**config.mk**
```make
export PLATFORM = sky130hd
export DESIGN_NAME = regfile_wr_arbiter_flat
export DESIGN_NICKNAME = d
export VERILOG_FILES = /design/src/rtl/regfile_wr_arbiter_if.sv /design/src/rtl/regfile_wr_arbiter.sv /design/src/flat_wrapper.sv
export SDC_FILE = /design/constraint.sdc
export NUM_CORES = 1
export LEC_CHECK = 0
export CAP_MARGIN = 30
export CORE_MARGIN = 2
export CORE_UTILIZATION = 41
export CTS_BUF_LIST = sky130_fd_sc_hd__clkbuf_4 sky130_fd_sc_hd__clkbuf_8
export DETAILED_ROUTE_END_ITERATION = 6
export GPL_TIMING_DRIVEN = 0
export PLACE_DENSITY = 0.89
export SLEW_MARGIN = 20
export SYNTH_ARGS = -nofsm -noshare
export SYNTH_HDL_FRONTEND = slang
export SYNTH_SLANG_ARGS = --single-unit
```
**constraint.sdc**
```tcl
create_clock -name clk -period 3.7 [get_ports clk]
set_input_delay 0.37 -clock clk [delete_from_list [all_inputs] [get_ports clk]]
set_output_delay 0.37 -clock clk [all_outputs]
set_load 0.02 [all_outputs]
```
**src/rtl/regfile_wr_arbiter_if.sv**
```systemverilog
`default_nettype none
// ============================================================================
//  Module      : regfile_wr_arbiter_if
//  Description : Bundle of the two write-requester channels (A = writeback,
//                B = load/debug) and the register-file write port driven by
//                regfile_wr_arbiter.
//
//                Requester channels (per requester X in {a, b}):
//                  x_valid  - requester has a write pending
//                  x_ready  - request accepted this cycle (combinational)
//                  x_addr   - destination register index
//                  x_data   - write data
//                Register-file side:
//                  wr_en / wr_addr / wr_data - registered write port
//                  busy                      - clear sequence in progress
//
//                Modports:
//                  slave  - the arbiter (consumes requests, drives write port)
//                  master - the requesters / register-file side
//  Revision    : 1.0 - initial release
// ============================================================================
interface regfile_wr_arbiter_if #(
    parameter int NREGS = 32,
    parameter int WIDTH = 64
);
    localparam int AW = (NREGS > 1) ? $clog2(NREGS) : 1;

    logic             a_valid;
    logic             a_ready;
    logic [AW-1:0]    a_addr;
    logic [WIDTH-1:0] a_data;

    logic             b_valid;
    logic             b_ready;
    logic [AW-1:0]    b_addr;
    logic [WIDTH-1:0] b_data;

    logic             wr_en;
    logic [AW-1:0]    wr_addr;
    logic [WIDTH-1:0] wr_data;
    logic             busy;

    modport slave (
        input  a_valid, a_addr, a_data,
        input  b_valid, b_addr, b_data,
        output a_ready, b_ready,
        output wr_en, wr_addr, wr_data, busy
    );

    modport master (
        output a_valid, a_addr, a_data,
        output b_valid, b_addr, b_data,
        input  a_ready, b_ready,
        input  wr_en, wr_addr, wr_data, busy
    );
endinterface : regfile_wr_arbiter_if
`default_nettype wire

```
**src/rtl/regfile_wr_arbiter.sv**
```systemverilog
`default_nettype none
// ============================================================================
//  Module      : regfile_wr_arbiter
//  Description : Sequencer for the single write port of the register-file
//                array. After reset it clears every entry (one write per
//                cycle, addresses 0..NREGS-1, data 0), then shares the port
//                between requester A (writeback) and requester B
//                (load/debug) with round-robin arbitration on contested
//                cycles. Writes to ZERO_REG and to addresses >= NREGS are
//                acknowledged but never reach the array.
//
//  Ports       : clk          - system clock, rising edge
//                reset        - synchronous, active-high reset
//                bus          - regfile_wr_arbiter_if.slave (requester
//                               channels A/B, registered write port, busy)
//                conflict_cnt - [optional] saturating count of RUN cycles in
//                               which both requesters were valid
//
//  Build macro : REGFILE_WR_ARB_STATS_EN - when defined, adds the
//                conflict_cnt output and its counter. When undefined the
//                port does not exist and behaviour is otherwise identical.
//
//  Timing      : ready is combinational in the same cycle as valid; an
//                accepted request appears on wr_en/wr_addr/wr_data one
//                cycle later. One accepted write per cycle is sustainable.
//  Revision    : 1.0 - initial release
// ============================================================================
module regfile_wr_arbiter #(
    parameter int NREGS    = 32,
    parameter int WIDTH    = 64,
    parameter int ZERO_REG = 31
) (
    input  wire                     clk,
    input  wire                     reset,
    regfile_wr_arbiter_if.slave     bus
`ifdef REGFILE_WR_ARB_STATS_EN
    ,
    output logic [15:0]             conflict_cnt
`endif
);

    localparam int AW = (NREGS > 1) ? $clog2(NREGS) : 1;

    localparam logic [AW-1:0] c_last_addr = AW'(NREGS - 1);
    localparam logic [AW-1:0] c_zero_addr = AW'(ZERO_REG);
    localparam logic [AW-1:0] c_ptr_one   = AW'(1);

    // Round-robin memory: which requester won the most recent contested
    // cycle. Starting at B makes A the winner of the first contest.
    localparam logic c_rr_a = 1'b0;
    localparam logic c_rr_b = 1'b1;

    typedef enum logic [0:0] {
        S_CLEAR = 1'b0,
        S_RUN   = 1'b1
    } state_t;

    // ------------------------------------------------------------------
    // Registered state
    // ------------------------------------------------------------------
    state_t           r_state;
    logic [AW-1:0]    r_ptr;
    logic             r_rr_last;
    logic             r_wr_en;
    logic [AW-1:0]    r_wr_addr;
    logic [WIDTH-1:0] r_wr_data;

    // ------------------------------------------------------------------
    // Next-state / combinational outputs
    // ------------------------------------------------------------------
    state_t           w_state_next;
    logic [AW-1:0]    w_ptr_next;
    logic             w_rr_next;
    logic             w_wr_en_next;
    logic [AW-1:0]    w_wr_addr_next;
    logic [WIDTH-1:0] w_wr_data_next;
    logic             w_grant_a;
    logic             w_grant_b;
    logic             w_contested;
    logic             w_a_in_range;
    logic             w_b_in_range;
    logic             w_a_keep;
    logic             w_b_keep;

    // ------------------------------------------------------------------
    // Address range qualification. When NREGS fills the address space
    // every encodable address is legal, so no comparator is built.
    // ------------------------------------------------------------------
    generate
        if (NREGS == (1 << AW)) begin : g_pow2_range
            assign w_a_in_range = 1'b1;
            assign w_b_in_range = 1'b1;
        end else begin : g_npow2_range
            assign w_a_in_range = (int'(bus.a_addr) < NREGS);
            assign w_b_in_range = (int'(bus.b_addr) < NREGS);
        end
    endgenerate

    // A granted request only turns into an array write if it targets a
    // real, writable entry; otherwise it is acknowledged and dropped.
    assign w_a_keep    = w_a_in_range && (bus.a_addr != c_zero_addr);
    assign w_b_keep    = w_b_in_range && (bus.b_addr != c_zero_addr);
    assign w_contested = bus.a_valid && bus.b_valid;

    // ------------------------------------------------------------------
    // State register and registered write port
    // ------------------------------------------------------------------
    always_ff @(posedge clk) begin
        if (reset) begin
            r_state   <= S_CLEAR;
            r_ptr     <= '0;
            r_rr_last <= c_rr_b;
            r_wr_en   <= 1'b0;
            r_wr_addr <= '0;
            r_wr_data <= '0;
        end else begin
            r_state   <= w_state_next;
            r_ptr     <= w_ptr_next;
            r_rr_last <= w_rr_next;
            r_wr_en   <= w_wr_en_next;
            r_wr_addr <= w_wr_addr_next;
            r_wr_data <= w_wr_data_next;
        end
    end

    // ------------------------------------------------------------------
    // Next-state, arbitration and write-port selection
    // ------------------------------------------------------------------
    always_comb begin
        w_state_next   = r_state;
        w_ptr_next     = r_ptr;
        w_rr_next      = r_rr_last;
        w_wr_en_next   = 1'b0;
        w_wr_addr_next = r_wr_addr;
        w_wr_data_next = r_wr_data;
        w_grant_a      = 1'b0;
        w_grant_b      = 1'b0;

        case (r_state)
            S_CLEAR: begin
                w_wr_en_next   = 1'b1;
                w_wr_addr_next = r_ptr;
                w_wr_data_next = '0;
                w_ptr_next     = r_ptr + c_ptr_one;
                if (r_ptr == c_last_addr) begin
                    w_state_next = S_RUN;
                end
            end

            S_RUN: begin
                if (w_contested) begin
                    // Give the port to whoever did not win last time.
                    if (r_rr_last == c_rr_b) begin
                        w_grant_a = 1'b1;
                        w_rr_next = c_rr_a;
                    end else begin
                        w_grant_b = 1'b1;
                        w_rr_next = c_rr_b;
                    end
                end else if (bus.a_valid) begin
                    w_grant_a = 1'b1;
                end else if (bus.b_valid) begin
                    w_grant_b = 1'b1;
                end

                if (w_grant_a) begin
                    w_wr_en_next   = w_a_keep;
                    w_wr_addr_next = bus.a_addr;
                    w_wr_data_next = bus.a_data;
                end else if (w_grant_b) begin
                    w_wr_en_next   = w_b_keep;
                    w_wr_addr_next = bus.b_addr;
                    w_wr_data_next = bus.b_data;
                end
            end

            default: begin
                w_state_next = S_CLEAR;
                w_ptr_next   = '0;
            end
        endcase
    end

    // ------------------------------------------------------------------
    // Outputs. Readies are masked while reset is asserted so that no
    // request is acknowledged in a cycle whose write is being cancelled.
    // ------------------------------------------------------------------
    assign bus.a_ready = w_grant_a && !reset;
    assign bus.b_ready = w_grant_b && !reset;
    assign bus.wr_en   = r_wr_en;
    assign bus.wr_addr = r_wr_addr;
    assign bus.wr_data = r_wr_data;
    assign bus.busy    = (r_state == S_CLEAR);

`ifdef REGFILE_WR_ARB_STATS_EN
    // ------------------------------------------------------------------
    // Contention statistics: saturating count of RUN cycles with both
    // requesters valid. Clear-phase cycles are not counted.
    // ------------------------------------------------------------------
    logic [15:0] r_conflict_cnt;

    always_ff @(posedge clk) begin
        if (reset) begin
            r_conflict_cnt <= '0;
        end else if ((r_state == S_RUN) && w_contested &&
                     (r_conflict_cnt != 16'hFFFF)) begin
            r_conflict_cnt <= r_conflict_cnt + 16'd1;
        end
    end

    assign conflict_cnt = r_conflict_cnt;
`endif

endmodule : regfile_wr_arbiter
`default_nettype wire

```
**src/flat_wrapper.sv**
```systemverilog
// flat-port wrapper written by rule: the top's interface ports become plain ports
module regfile_wr_arbiter_flat 
#(
    parameter int NREGS    = 32,
    parameter int WIDTH    = 64,
    parameter int ZERO_REG = 31
)
  (clk, reset, bus_a_valid, bus_a_addr, bus_a_data, bus_b_valid, bus_b_addr, bus_b_data, bus_a_ready, bus_b_ready, bus_wr_en, bus_wr_addr, bus_wr_data, bus_busy);
  regfile_wr_arbiter_if #(.NREGS(NREGS), .WIDTH(WIDTH)) bus_i ();
  input  wire clk;
  input  wire reset;
  input wire logic [$bits(bus_i.a_valid)-1:0] bus_a_valid;
  input wire logic [$bits(bus_i.a_addr)-1:0] bus_a_addr;
  input wire logic [$bits(bus_i.a_data)-1:0] bus_a_data;
  input wire logic [$bits(bus_i.b_valid)-1:0] bus_b_valid;
  input wire logic [$bits(bus_i.b_addr)-1:0] bus_b_addr;
  input wire logic [$bits(bus_i.b_data)-1:0] bus_b_data;
  output wire logic [$bits(bus_i.a_ready)-1:0] bus_a_ready;
  output wire logic [$bits(bus_i.b_ready)-1:0] bus_b_ready;
  output wire logic [$bits(bus_i.wr_en)-1:0] bus_wr_en;
  output wire logic [$bits(bus_i.wr_addr)-1:0] bus_wr_addr;
  output wire logic [$bits(bus_i.wr_data)-1:0] bus_wr_data;
  output wire logic [$bits(bus_i.busy)-1:0] bus_busy;
  assign bus_i.a_valid = bus_a_valid;
  assign bus_i.a_addr = bus_a_addr;
  assign bus_i.a_data = bus_a_data;
  assign bus_i.b_valid = bus_b_valid;
  assign bus_i.b_addr = bus_b_addr;
  assign bus_i.b_data = bus_b_data;
  assign bus_a_ready = bus_i.a_ready;
  assign bus_b_ready = bus_i.b_ready;
  assign bus_wr_en = bus_i.wr_en;
  assign bus_wr_addr = bus_i.wr_addr;
  assign bus_wr_data = bus_i.wr_data;
  assign bus_busy = bus_i.busy;
  regfile_wr_arbiter #(.NREGS(NREGS), .WIDTH(WIDTH), .ZERO_REG(ZERO_REG)) u_core (.clk(clk), .reset(reset), .bus(bus_i));
endmodule
```
==> impl_results.md <==
* Min Tclk post-route at 2.66 ns
* Post-Syn Area at 3380 sq um
* FP Rows at 33
* Highest clock rate at 376 MHz
* Initial Utilization at 41.7%
* Final Util at 72.3%
* Largest family of logic cells by synthesized area: multiplexers
* Post-Synth Simple-Gate Area at 12.7%
* Ant diodes at 0
* Final hold vios at 0
* Initial antenna violation count at 0
* Sequential power share at 46.4%
* Slew Limit Fails at 0
* XOR/XNOR share of the synthesized area at 1.04%
* Commonest non-fill, non-tap cell in the layout: clkdlybuf4s50_1
* Clk pwr share at 38.7%
* Slew Limit Headroom at 65.8%
* Power per cell area at 309 nW/um^2
* Post-cts repair resize count at 0
* First-pass GRT wire length at 16400 um
* Int Power at 1420 uW
* GR Overflow Total at 0
* Worst-Margin Slew at 0.513 ns
* Gr usage total at 23.7%
* Die height at 94.8 um
* Max FO, Critical Path at 10
* Routability congestion estimate at 0.810
* RSZ-0062 raised after global routing: no
* Switch share at 21.2%
* Final HPWL DP at 8970 um
* Iteration count of the initial detailed-routing pass at 4
* Root Buffer Master: clkbuf_8
* Outcome: complete, no violations
* Seq/Total Area, Yosys at 45.6%
* Post CTS Setup Buffer Count at 0
* Post-CTS Hold Fix Bufs at 0
* Psw at 383 uW
* CTS H-Tree Depth at 3
* Routed vias at 3401
* Synthesized-area fraction occupied by adder cells at 0.741%
* Proportion of layout cells with a drive suffix above 1 at 5.92%
* TNS Setup at 0 ns
* Yosys Warn Count at 0
* Critical Path RT at 3.33 ns
* Max VDD drop at 0.220 mV
* CTS tree: yes
* Worst-skew pair later-pin latency at 0.34 ns
* Worst Setup End Kind: output pin
* Routed WL at 11000 um
* Syn avg cell area at 9.31 sq um
* Core ar. at 8090 sq um
* Drt drc at 0
* Drt initial violations at 73
* Max-Cap Viols at 0
* Vias per inst at 4.89
* Post-route ant nets at 0
* Synthesis-to-finish area growth at 73.2%
* Count of final setup violators at 0
* Setup CP Type: in2out
* IO buf count at 212
* Gate power share at 14.9%
* Clk_skew at 0.00693 ns
* Unique cell type count in the Yosys netlist at 27
* Complex-gate fraction of the synthesized area at 13.3%
* Clock Path Buffers at 2
* Largest net degree at the start of global routing at 13
* Total CTS buffers at 9
* Die X-Extent at 94.8 um
* Part of the cycle the worst path needs at 72.0%
* IO Count at 215
* Number of global-route vias before repair at 3522
* Clock sinks at 77
* Syn Inst Count at 363
* Die ar. at 8980 sq um
* Crit path arrival time at 2.29 ns
* Nets at 730
* Startpoint class of the critical path: input port
* R2r setup slk at 2.19 ns
* Multiplexer share of the synthesized area at 19.6%
* Leakage at 0.00229 uW
* Most frequent cells in the layout: 212 x clkdlybuf4s50_1, 77 x nand2_1, 77 x dfxtp_1
* Register bit count reported by yosys at 77
* Wirelength per Cell at 15.8 um
* Syn nets at 507
* Worst hold path class: in2reg
* Reg clk slew, reported paths at 0.08 ns
## registers in the layout, indices dropped and copies added, names as in the netlist
signal and cells:
u_core.bus.wr_en 1, u_core.r_ptr 5, u_core.bus.wr_data 64, u_core.bus.wr_addr 5, u_core.r_rr_last 1, u_core.r_state 1
## routing by layer
layer / GRT usage (%) / up-vias / part of all wire, %
met5: 0 / - / 0
met1: 24.2 / 1547 / 36
li1: - / 1698 / -
met3: 6.15 / 20 / 8.6
met4: 9.66 / 0 / 2.2
met2: 45.2 / 136 / 53
## final cells by class
cell class / instances / area, sq um
multi-input cells: 259 / 1600
plain buffers: 26 / 235
repair buffers: 212 / 2120
inverters: 1 / 3.75
fillers: 626 / 2240
flip-flops and latches: 77 / 1540
clock inverters: 4 / 72.6
clock buffers: 12 / 146
well taps: 105 / 131
## worst paths after layout
kind | start | end | cells after the start
max | bus_b_valid | bus_a_ready | 7
min | reset | u_core.r_ptr[1] | 2
max reg2reg | u_core.r_rr_last | u_core.bus.wr_data[5] | 6
min reg2reg | u_core.bus.wr_data[40] | u_core.bus.wr_data[40] | 2
## kinds of logic (layout without fill, tap and decap cells)
logic type | after synthesis | count (layout)
AO/OA/AOI/OAI | 88 | 88
multiplexers | 66 | 66
buffers and inverters | 27 | 255
XOR/XNOR | 4 | 4
adder cells (fa/ha/maj) | 2 | 2
flip-flops | 77 | 77
AND/OR/NAND/NOR | 99 | 99
## power by group through the flow
stage / clock network (uW) / registers (uW) / logic (uW)
floorplan: 0 / 859 / 93.5
global placement: 0 / 857 / 264
detailed placement: 0 / 857 / 271
CTS: 711 / 838 / 272
global route: 741 / 838 / 288
finish: 699 / 838 / 270
## synth_stat cells
| cell | number | area share (%) |
|---|---|---|
| nand4_1 | 2 | 0.37 |
| nand3_1 | 1 | 0.15 |
| ha_1 | 2 | 0.74 |
| o21ai_1 | 69 | 10 |
| a31o_1 | 1 | 0.26 |
| clkbuf_1 | 12 | 1.3 |
| nor2_1 | 10 | 1.1 |
| o2bb2ai_1 | 1 | 0.26 |
| buf_2 | 4 | 0.59 |
| nand2_1 | 77 | 8.6 |
| and3_1 | 2 | 0.37 |
| buf_6 | 2 | 0.67 |
| nand2b_1 | 1 | 0.19 |
| nor2b_1 | 1 | 0.19 |
| xnor2_1 | 1 | 0.26 |
| xor2_1 | 3 | 0.78 |
| a21oi_1 | 7 | 1.0 |
| nand2b_4 | 2 | 0.81 |
| buf_4 | 1 | 0.22 |
| and2b_4 | 1 | 0.30 |
| o21ai_0 | 10 | 1.5 |
| dfxtp_1 | 77 | 46 |
| or2_1 | 1 | 0.19 |
| buf_12 | 7 | 4.1 |
| inv_2 | 1 | 0.11 |
| nor3_4 | 1 | 0.48 |
| mux2i_1 | 66 | 20 |
## worst max-delay path: stages
cell             delay [ns]
clkdlybuf4s50_1        0.51
and2b_4                0.24
nand2b_4               0.15
buf_12                 0.15
buf_6                  0.15
nor2_1                 0.11
clkdlybuf4s50_1        0.61
## per-stage QoR
| step | power [uW] | worst slack (ns) | cell area (sq um) | cells | hold WS (ns) |
|---|---|---|---|---|---|
| 5_1_grt | 1870 | 0.960 | 5850 | 696 | 0.239 |
| 2_1_floorplan | 952 | 2.08 | 3380 | 363 | 0.477 |
| 6_report | 1810 | 1.04 | 5850 | 696 | 0.239 |
| 3_3_place_gp | 1120 | 1.04 | 5630 | 680 | 0.436 |
| 4_1_cts | 1820 | 1.03 | 5850 | 696 | 0.229 |
| 3_5_place_dp | 1130 | 1.05 | 5630 | 680 | 0.440 |
No activity file was read; power rests on OpenSTA's default activity.
